### src/rtl/scpu_out_capture.sv
// Change-capture stage behind the SCPU ext_out port.
// Each distinct CPU output value is queued in a show-ahead FIFO for a slower consumer.
module scpu_out_capture #(
    parameter int unsigned WIDTH = 8,
    parameter int unsigned DEPTH = 4
) (
    input  logic                     clk,
    input  logic                     rst,
    input  logic [WIDTH-1:0]         cpu_out,
    input  logic                     cap_en,
    input  logic                     clr_ovf,
    output logic [WIDTH-1:0]         dout,
    output logic                     dout_valid,
    input  logic                     dout_ready,
    output logic [$clog2(DEPTH):0]   count,
    output logic                     overflow,
    output logic [WIDTH-1:0]         last_value
);

    localparam int unsigned PW = $clog2(DEPTH);
    localparam int unsigned CW = PW + 1;

    logic [WIDTH-1:0] mem [DEPTH];
    logic [PW-1:0]    wr_ptr;
    logic [PW-1:0]    rd_ptr;

    logic change;
    logic push;
    logic pop;
    logic full;
    logic push_ok;
    logic drop;

    // Push is accepted when full only if a pop frees a slot in the same cycle.
    always_comb begin
        change  = (cpu_out != last_value);
        push    = cap_en & change;
        pop     = dout_valid & dout_ready;
        full    = (count == CW'(DEPTH));
        push_ok = push & (~full | pop);
        drop    = push & full & ~pop;
    end

    assign dout_valid = (count != '0);
    assign dout       = mem[rd_ptr];

    always_ff @(posedge clk or negedge rst) begin
        if (!rst) begin
            last_value <= '0;
        end else begin
            last_value <= cpu_out;
        end
    end

    always_ff @(posedge clk or negedge rst) begin
        if (!rst) begin
            for (int i = 0; i < int'(DEPTH); i++) begin
                mem[i] <= '0;
            end
        end else if (push_ok) begin
            mem[wr_ptr] <= cpu_out;
        end
    end

    // Pointers wrap naturally at DEPTH; occupancy is tracked separately.
    always_ff @(posedge clk or negedge rst) begin
        if (!rst) begin
            wr_ptr <= '0;
            rd_ptr <= '0;
            count  <= '0;
        end else begin
            if (push_ok) begin
                wr_ptr <= wr_ptr + PW'(1);
            end
            if (pop) begin
                rd_ptr <= rd_ptr + PW'(1);
            end
            count <= count + CW'(push_ok) - CW'(pop);
        end
    end

    // A drop in the same cycle as a clear keeps the flag set.
    always_ff @(posedge clk or negedge rst) begin
        if (!rst) begin
            overflow <= 1'b0;
        end else if (drop) begin
            overflow <= 1'b1;
        end else if (clr_ovf) begin
            overflow <= 1'b0;
        end
    end

endmodule

### config.mk
export PLATFORM = sky130hd
export DESIGN_NAME = scpu_out_capture
export DESIGN_NICKNAME = d
export VERILOG_FILES = /design/src/rtl/scpu_out_capture.sv
export SDC_FILE = /design/constraint.sdc
export NUM_CORES = 1
export LEC_CHECK = 0
export ABC_AREA = 1
export CAP_MARGIN = 40
export CORE_MARGIN = 2
export CORE_UTILIZATION = 61
export CTS_BUF_LIST = sky130_fd_sc_hd__clkbuf_4
export DETAILED_ROUTE_END_ITERATION = 10
export GPL_TIMING_DRIVEN = 0
export PLACE_DENSITY = 0.91
export SLEW_MARGIN = 20
export SYNTH_ARGS = -nofsm -noshare
export SYNTH_HDL_FRONTEND = slang
export SYNTH_SLANG_ARGS = --single-unit
### constraint.sdc
create_clock -name clk -period 4.79 [get_ports clk]
set_clock_uncertainty 0.05 [all_clocks]
set_input_delay 0.958 -clock clk [delete_from_list [all_inputs] [get_ports clk]]
set_output_delay 0.958 -clock clk [all_outputs]
set_load 0.1 [all_outputs]
==> results of run 1 <==
## power breakdown
part           internal [mW]  switching [mW]  total (mW)
Clock                 0.0536           0.135       0.189
Sequential             0.564           0.118       0.682
Combinational          0.617            1.16        1.78
## through the flow
step	hold WS, ps	power (mW)	setup slack, ps	instance area (um^2)
3_3_place_gp	409	2.09	1300	2920
6_report	456	2.65	1190	3310
2_1_floorplan	394	1.77	1440	2530
5_1_grt	475	2.76	1150	3310
3_5_place_dp	417	2.43	1100	3260
4_1_cts	448	2.62	1280	3310
## cells by family (layout without fill, tap and decap cells)
kind of cell | Yosys count | count (layout) | synth area share, %
adders and majority gates | 7 | 7 | 3.76
xor gates and xnor gates | 6 | 6 | 2.08
and+or+nand+nor | 170 | 170 | 30.9
DFF | 48 | 48 | 47.5
buffers and inverters | 46 | 108 | 10.2
AOI/OAI and AO/OA | 26 | 26 | 5.60
## sequential cells by signal (all words and copies together) (netlist names)
| name | cells |
|---|---|
| last_value | 8 |
| overflow | 1 |
| rd_ptr | 2 |
| mem | 32 |
| wr_ptr | 2 |
| count | 3 |
## critical path: stages, from the launching register on
cell             delay [ps]
dfrtp_1                 400
buf_2                   190
inv_1                   220
buf_2                   280
nor2_1                   70
o22ai_1                 270
clkdlybuf4s50_1         580
buf_8                   200
## cell usage in the layout, fill, tap and decap left out, drive strengths merged
cell | synthesis | layout
nand3 | 3 | 3
clkdlybuf4s50 | 0 | 32
a21oi | 1 | 1
nand4 | 36 | 36
buf | 15 | 38
clkinvlp | 0 | 1
xnor2 | 4 | 4
nand2 | 102 | 102
ha | 6 | 6
inv | 30 | 30
dfrtp | 48 | 48
xor2 | 2 | 2
clkbuf | 1 | 6
fa | 1 | 1
nor2 | 29 | 29
o21ai | 16 | 16
o22ai | 9 | 9
clkinv | 0 | 1
## layer usage
layer  vias to the layer above  wire length, um
met3                        66              700
met2                       205             3580
met1                      1200             2600
met5                         -                0
li1                       1107                -
met4                         0              419
## worst paths after layout
check                      cells past startpoint  slack (ps)                  start                      end
setup / recovery                               7        1190  rd_ptr[0]$_DFFE_PN0N_                  dout[1]
hold reg to reg                                2         460    mem[15]$_DFFE_PN0P_      mem[15]$_DFFE_PN0P_
hold / removal                                 2         460    mem[15]$_DFFE_PN0P_      mem[15]$_DFFE_PN0P_
max in group asynchronous                      2        3640                    rst  last_value[1]$_DFF_PN0_
setup reg to reg                              10        2220     count[1]$_DFF_PN0_       count[2]$_DFF_PN0_
min in group asynchronous                      1         500                    rst      mem[17]$_DFFE_PN0P_
## area by class of cell
cell class | count | area [um^2] | area share, %
inverter | 30 | 113 | 3.41
timing repair buffer | 55 | 668 | 20.2
tap | 50 | 62.6 | 1.89
multi-input combinational | 209 | 1070 | 32.3
buffer | 16 | 144 | 4.35
clock buffer | 5 | 37.5 | 1.14
clock inverter | 2 | 12.5 | 0.378
sequential | 48 | 1200 | 36.3
==> impl_results.md, run 1 <==
* CTS Buf Count at 5
* Worst slew margin at 59.2%
* Cell row count at 23
* Fin. Hold Viols at 0
* Synth top area share at 47.5%
* Ant diodes at 0
* EDFF count, synth at 0
* Seq cells post-synth at 48
* Final Cycle Share at 75.1%
* Ratio of cells with drive above 1 in the final layout at 15.6%
* Crit Path Max Fanout at 10
* Initial antenna violation count at 0
* Arrival time worst endpoint at 2590 ps
* Busiest grt layer: met2
* Final core utilization at 82.7%
* Final setup vio count at 0
* Via Count at 2578
* Worst path required time at 3780 ps
* TNS Setup at 0 ps
* Hold-fix buffers at CTS at 0
* Fin cells at 415
* Area Overhead vs Synth at 30.9%
* DP Wirelength at 5.16 mm
* # Post-CTS Setup Buffers at 0
* P_leak at 1.69 nW
* Dominant cells by area after synthesis: dfrtp_1, nand2_1, nand4_1, buf_6, inv_1
* Die area at 4670 um^2
* DRC viols at 0
* Routed wire per std cell at 17.6 um
* Placed instance count at 408
* Total Nets Final at 385
* Vias/cell at 6.21
* Clock Sinks at 48
* Crit Path Category: reg -> out
* Count of cell types in the netlist at 22
* Most used DFF post-synth: dfrtp_1
* Grt total ovfl at 0
* Gpl congestion at 0.903
* Clk_lat worst skew at 390 ps
* Worst Tran Pin Value at 612 ps
* Cell taking the most area after synthesis: dfrtp_1
* GRT Total Usage at 35.2%
* 1st-pass router iterations at 7
* GR met3 Demand/Resource at 7.24%
* Count leader, synth: nand2_1
* Ys async rst share at 100%
* CTS root buffer: clkbuf_4
* Gate count of the mapped netlist at 303
* Fmax at 0.278 GHz
* CTS tree: yes
* Max Slew Vio Count at 0
* First-pass GRT wire length at 11.7 mm
* Setup crit start kind: register
* Max-Cap Viols at 0
* Worst min path class: reg -> reg
* Core area at 4000 um^2
* H-tree levels at 2
* Die H at 68.4 um
* Fill cells at 216
* Post-CTS sizing at 0
* Syn Nets at 323
* Remaining antenna violation count after routing at 0
* IO Pins at 34
* Min Tclk post-route at 3600 ps
* Number of global-route vias before repair at 2446
* Clk slew on worst S/H paths at 140 ps
* Initial core utilization at 63.2%
* Synth top cells by count: nand2_1, dfrtp_1, nand4_1
* Aggregate routed wire length at 7.31 mm
* Outcome: finished clean
* Max VDD drop at 0.000685 V
* Grt met2 use at 58.5%
* Avg Cell Area, Syn at 8.34 um^2
* Clk buf depth at 2
* Pwr/cell area at 800 nW/um^2
* Die X at 68.4 um
* Synth Cell Area at 2530 um^2
* Largest net degree at the start of global routing at 26
* Sequential element share of the synthesized area at 47.5%
* Initial DRC Count at 407
* I/O Buffers at 33
* Met1 usage at 41.8%
* Kind of end point of the critical path: output pin
* Yosys warns at 0
* Unrepaired setup endpoints after global routing: false
No activity file was read; power rests on OpenSTA's default activity.
==> inputs of run 2 (changes only) <==
CORE_UTILIZATION = 57   (was 61)
PLACE_DENSITY = 0.86   (was 0.91)
clock period = 3.66 ns   (was 4.79 ns; I/O delays follow)
==> run 2 against run 1 <==
  * Total power increased by 29%
  * Cell count increased by 0.72%
  * Critical path depth unchanged
  * Sequential share of layout area decreased by 0.096 points
  * First-iteration DRC count is 24% lower
  * Setup slack worse by 750 ps
  * Core utilization shrank 6.0 points
  * Largest cell class unchanged
  * Count of clock-buffer cells in the layout unchanged
  * Non-clock buffer count unchanged
  * Global-route usage fell by 5.7 points
  * Critical endpoint is now dout[2]
==> impl_results.md, run 2 (synthesis gave the netlist of run 1 again) <==
* Placed instance count at 410 (+0.49%)
* Vias/cell at 5.76 (-7.3%)
* Pwr/cell area at 1030 nW/um^2 (+29%)
* Final Cycle Share at 88.0%
* Post-CTS sizing at 0 (unchanged)
* GRT Total Usage at 29.5% (-5.7 points)
* Worst Tran Pin Value at 648 ps (+36.7 ps)
* Max reg flops at 32 (unchanged)
* I/O Buffers at 33 (unchanged)
* 1st-pass router iterations at 5 (-2)
* Aggregate routed wire length at 6.75 mm (-7.6%)
* Tot Pwr at 3.42 mW (+29%)
* Outcome: finished clean
* First-pass GRT wire length at 11.4 mm (-2.4%)
* IO Pins at 34 (unchanged)
* Via Count at 2408 (-6.6%)
* Gpl congestion at 0.881 (-2.4%)
* Initial DRC Count at 309 (-24%)
* FF-to-FF path depth at 10 (unchanged)
* Final core utilization at 76.7% (-6.0 points)
* Max-Cap Viols at 0 (unchanged)
* TNS Setup at 0 ps (unchanged)
* Final instance area at 3320 um^2 (+0.26%)
* Grt total ovfl at 0 (unchanged)
* Ant diodes at 0 (unchanged)
* Number of global-route vias before repair at 2353 (-3.8%)
* Die H at 70.6 um (+3.2%)
* P_leak at 1.69 nW (+0.47%)
* Crit Path Max Fanout at 10 (unchanged)
* CTS tree: yes
* Commonest non-fill, non-tap cell in the layout: nand2_1
* Die area at 4980 um^2 (+6.6%)
* Clock Sinks at 48 (unchanged)
* Flop2flop setup slack at 1200 ps (-1020 ps)
* DP Wirelength at 4.88 mm (-5.5%)
* Arrival time worst endpoint at 2440 ps (-150 ps)
* Unrepaired setup endpoints after global routing: false
* Worst path required time at 2880 ps (-900 ps)
* Fin cells at 418 (+0.72%)
* CTS Buf Count at 5 (unchanged)
* Setup crit start kind: register
* Regs by FF count: mem (32), last_value (8), count (3)
* Largest net degree at the start of global routing at 28 (+7.7%)
* Crit Path Category: reg -> out
* Max Slew Vio Count at 0 (unchanged)
* H-tree levels at 2 (unchanged)
* DRC viols at 0 (unchanged)
* Min Tclk post-route at 3220 ps
* Fin. Hold Viols at 0 (unchanged)
* Clk slew on worst S/H paths at 150 ps (about the same)
* Ratio of cells with drive above 1 in the final layout at 15.8% (+0.23 points)
* Hold-fix buffers at CTS at 0 (unchanged)
* Reg2reg end: count[2]$_DFF_PN0_
* CTS root buffer: clkbuf_4
* Worst min path class: in -> async
* Most flops, register: mem
* Kind of end point of the critical path: output pin
* Initial core utilization at 58.4% (-4.7 points)
* Worst slew margin at 56.8% (-2.4 points)
* Clk buf depth at 2 (unchanged)
* Placed cell area at 3260 um^2 (about the same)
* Most frequent cells in the layout: nand2_1, dfrtp_1, nand4_1, clkdlybuf4s50_1, inv_1
* Max VDD drop at 0.000802 V (+17%)
* Worst r2r src: count[1]$_DFF_PN0_
* Cell row count at 24 (+4.3%)
* Area Overhead vs Synth at 31.3%
* Die X at 70.6 um (+3.2%)
* Remaining antenna violation count after routing at 0 (unchanged)
* # Post-CTS Setup Buffers at 0 (unchanged)
* Fmax at 0.310 GHz
* Routed wire per std cell at 16.2 um (-8.2%)
* Initial antenna violation count at 0 (unchanged)
* Clk_lat worst skew at 380 ps (about the same)
* Fill cells at 293 (+36%)
* Final setup vio count at 0 (unchanged)
* Total Nets Final at 385 (unchanged)
* Core area at 4320 um^2 (+8.1%)
[run 2: cell types whose count changed in the layout (fill, tap and decap cells not counted), sizes merged]
cell	change
clkinv	+2
clkinvlp	-1
[run 2: layout make-up]
type                    instances  area, um^2  area share (%)
clock inverters                 3        18.8           0.566
multi-input cells             209        1070            32.2
well taps                      52        65.1            1.96
inverters                      30         113            3.40
flip-flops and latches         48        1200            36.2
repair buffers                 55         668            20.2
plain buffers                  16         144            4.34
clock buffers                   5        37.5            1.13
[run 2: per-layer routing]
metal	track usage, %	part of all wire [%]
met4	11.1	1.8
met1	38.9	40
met2	49.7	52
met5	0	0
met3	4.56	6.6
[run 2: worst max-delay path by stage]
stage | start | end | depth (start not counted)
2_1_floorplan | rd_ptr[0]$_DFFE_PN0N_ | dout[5] | 5
3_3_place_gp | cpu_out[3] | count[2]$_DFF_PN0_ | 14
3_5_place_dp | cpu_out[7] | count[2]$_DFF_PN0_ | 14
4_1_cts | rd_ptr[0]$_DFFE_PN0N_ | dout[2] | 6
5_1_grt | rd_ptr[0]$_DFFE_PN0N_ | dout[6] | 7
6_report | rd_ptr[0]$_DFFE_PN0N_ | dout[2] | 7
[run 2: critical path: stages, from the launching register on]
cell and delay, ps:
dfrtp_1 380, buf_2 180, inv_1 210, buf_2 290, nor2_1 60, o22ai_1 200, clkdlybuf4s50_1 540, buf_8 200
[run 2: metrics by stage]
| stage | hold slack [ps] | setup slack [ps] |
|---|---|---|
| finish | 300 | 439 |
| global route | 347 | 299 |
| CTS | 326 | 456 |
| detailed placement | 411 | 306 |
| global placement | 408 | 394 |
| floorplan | 386 | 531 |
[run 2: power by group]
group | switching [mW] | total (mW) | internal (mW)
logic | 1.48 | 2.28 | 0.807
clock network | 0.180 | 0.254 | 0.0741
registers | 0.146 | 0.884 | 0.738
total | 1.80 | 3.42 | 1.62
==> inputs of run 3 (changes only) <==
CORE_UTILIZATION = 65   (was 57)
DONT_BUFFER_PORTS = 1   (was not set)
PLACE_DENSITY = 0.85   (was 0.86)
SLEW_MARGIN = 30   (was 20)
==> run 3 against run 2 <==
  * Non-clock buffer count fell by 29
  * Sequential cell count unchanged
  * Worst hold slack worse by 170 ps
  * Maximum frequency is 5.5% higher
  * Global-route usage grew 9.2 points
  * Critical path depth shrank 2
  * Core utilization rose by 9.2 points
  * First-iteration DRC count is 45% higher
  * Via count up 4.1%
==> impl_results.md, run 3 (synthesis gave the netlist of run 1 again) <==
* Clock Sinks at 48 (unchanged)
* Crit-path slowest cell: o22ai_4
* IO Pins at 34 (unchanged)
* Total Nets Final at 356 (-7.5%)
* Fmax at 0.328 GHz (+5.5%)
* Max-Cap Viols at 0 (unchanged)
* Max Slew Vio Count at 0 (unchanged)
* Core area at 3690 um^2 (-15%)
* Die H at 66.3 um (-6.0%)
* 1st-pass router iterations at 6 (+1)
* Initial core utilization at 68.5% (+10 points)
* Clk slew on worst S/H paths at 140 ps (about the same)
* Number of global-route vias before repair at 2434 (+3.4%)
* Crit Path Category: reg -> out
* Worst Tran Pin Value at 767 ps (+119 ps)
* Final setup vio count at 0 (unchanged)
* Clk_lat worst skew at 380 ps (about the same)
* First-pass GRT wire length at 12.2 mm (+7.2%)
* Setup crit start kind: register
* Min Tclk post-route at 3050 ps (-169 ps)
* Initial DRC Count at 449 (+45%)
* Routed wire per std cell at 20.6 um (+27%)
* Commonest non-fill, non-tap cell in the layout: nand2_1
* Worst min path class: in -> async
* Largest stage delay, worst path at 600 ps (+60 ps)
* CTS root buffer: clkbuf_4
* Kind of end point of the critical path: output pin
* CTS tree: yes
* Outcome: finished clean
* Unrepaired setup endpoints after global routing: false
* Cell row count at 22 (-8.3%)
* Regs by FF count: mem (32), last_value (8), count (3)
* Crit Path Max Fanout at 10 (unchanged)
* # Post-CTS Setup Buffers at 0 (unchanged)
* Most frequent cells in the layout: nand2_1, dfrtp_1, nand4_1
* Most used cell along the critical path: buf_2
* Fin. Hold Viols at 0 (unchanged)
* Aggregate routed wire length at 7.90 mm (+17%)
* TNS Setup at 0 ps (unchanged)
* Crit-path cells: buf_2 -> inv_1 -> buf_2 -> o21ai_0 -> o22ai_4
* I/O Buffers at 0 (-100%)
* Remaining antenna violation count after routing at 0 (unchanged)
* Worst slew margin at 50.2% (-6.6 points)
* Initial antenna violation count at 0 (unchanged)
* Via Count at 2506 (+4.1%)
* Vias/cell at 6.53 (+13%)
* Largest net degree at the start of global routing at 49 (+75%)
* Final Cycle Share at 83.4% (-4.6 points)
* GRT Total Usage at 38.7% (+9.2 points)
* Die X at 66.3 um (-6.0%)
* DP Wirelength at 5.34 mm (+9.5%)
* Top delay family on crit path: compound AO/OA/AOI/OAI gates
* CP bufs+invs at 3 (-2)
* CTS Buf Count at 5 (unchanged)
* Clk buf depth at 2 (unchanged)
* Max reg flops at 32 (unchanged)
* Arrival time worst endpoint at 2270 ps (-170 ps)
* DRC viols at 0 (unchanged)
* Ratio of cells with drive above 1 in the final layout at 17.3% (+1.4 points)
* Most flops, register: mem
* Area Overhead vs Synth at 25.4%
* Ant diodes at 0 (unchanged)
* Die area at 4400 um^2 (-12%)
* Worst path required time at 2880 ps (about the same)
* Gpl congestion at 0.883 (+0.16%)
* H-tree levels at 2 (unchanged)
* Grt total ovfl at 0 (unchanged)
* Post-CTS sizing at 0 (unchanged)
* Hold-fix buffers at CTS at 1 (+1)
-- run 3: final timing paths --
kind | end | startpoint | slack (ps) | cells after the start
max in group asynchronous | last_value[3]$_DFF_PN0_ | rst | 3220 | 1
worst min-delay path | last_value[6]$_DFF_PN0_ | rst | 130 | 1
worst min register to register | mem[11]$_DFFE_PN0P_ | mem[11]$_DFFE_PN0P_ | 450 | 2
min in group clk | last_value[4]$_DFF_PN0_ | cpu_out[4] | 310 | 0
worst max-delay path | dout[6] | rd_ptr[0]$_DFFE_PN0N_ | 610 | 5
worst max register to register | count[1]$_DFF_PN0_ | last_value[4]$_DFF_PN0_ | 900 | 16
-- run 3: stage by stage --
stage / setup WS (ps) / cell area (um^2) / cells / hold slack (ps) / util, %
after global placement: 259 / 2590 / 351 / 388 / 70.1
after global routing: 577 / 3170 / 384 / 146 / 85.9
final: 608 / 3170 / 384 / 126 / 85.9
after CTS: 672 / 3140 / 382 / 145 / 85.0
after floorplan: 531 / 2530 / 303 / 386 / -
after detailed placement: 817 / 3060 / 374 / 388 / 82.9
-- run 3: metal layers --
metal | wire [um] | track usage [%]
met1 | 2690 | 47.5
met2 | 3940 | 62.9
met3 | 908 | 10.2
met4 | 362 | 19.1
met5 | 0 | 0
-- run 3: layout make-up --
| cell class | instances | area [um^2] |
|---|---|---|
| Clock buffer | 6 | 45.0 |
| Multi-Input combinational cell | 209 | 1180 |
| Fill cell | 197 | 522 |
| Clock inverter | 1 | 5.00 |
| Inverter | 30 | 113 |
| Timing Repair Buffer | 26 | 420 |
| Sequential cell | 48 | 1200 |
| Tap cell | 48 | 60.1 |
| Buffer | 16 | 144 |
Power of run 3 is not shown: default switching activity piles up to over one toggle a cycle in this logic, so the estimate is an artifact.
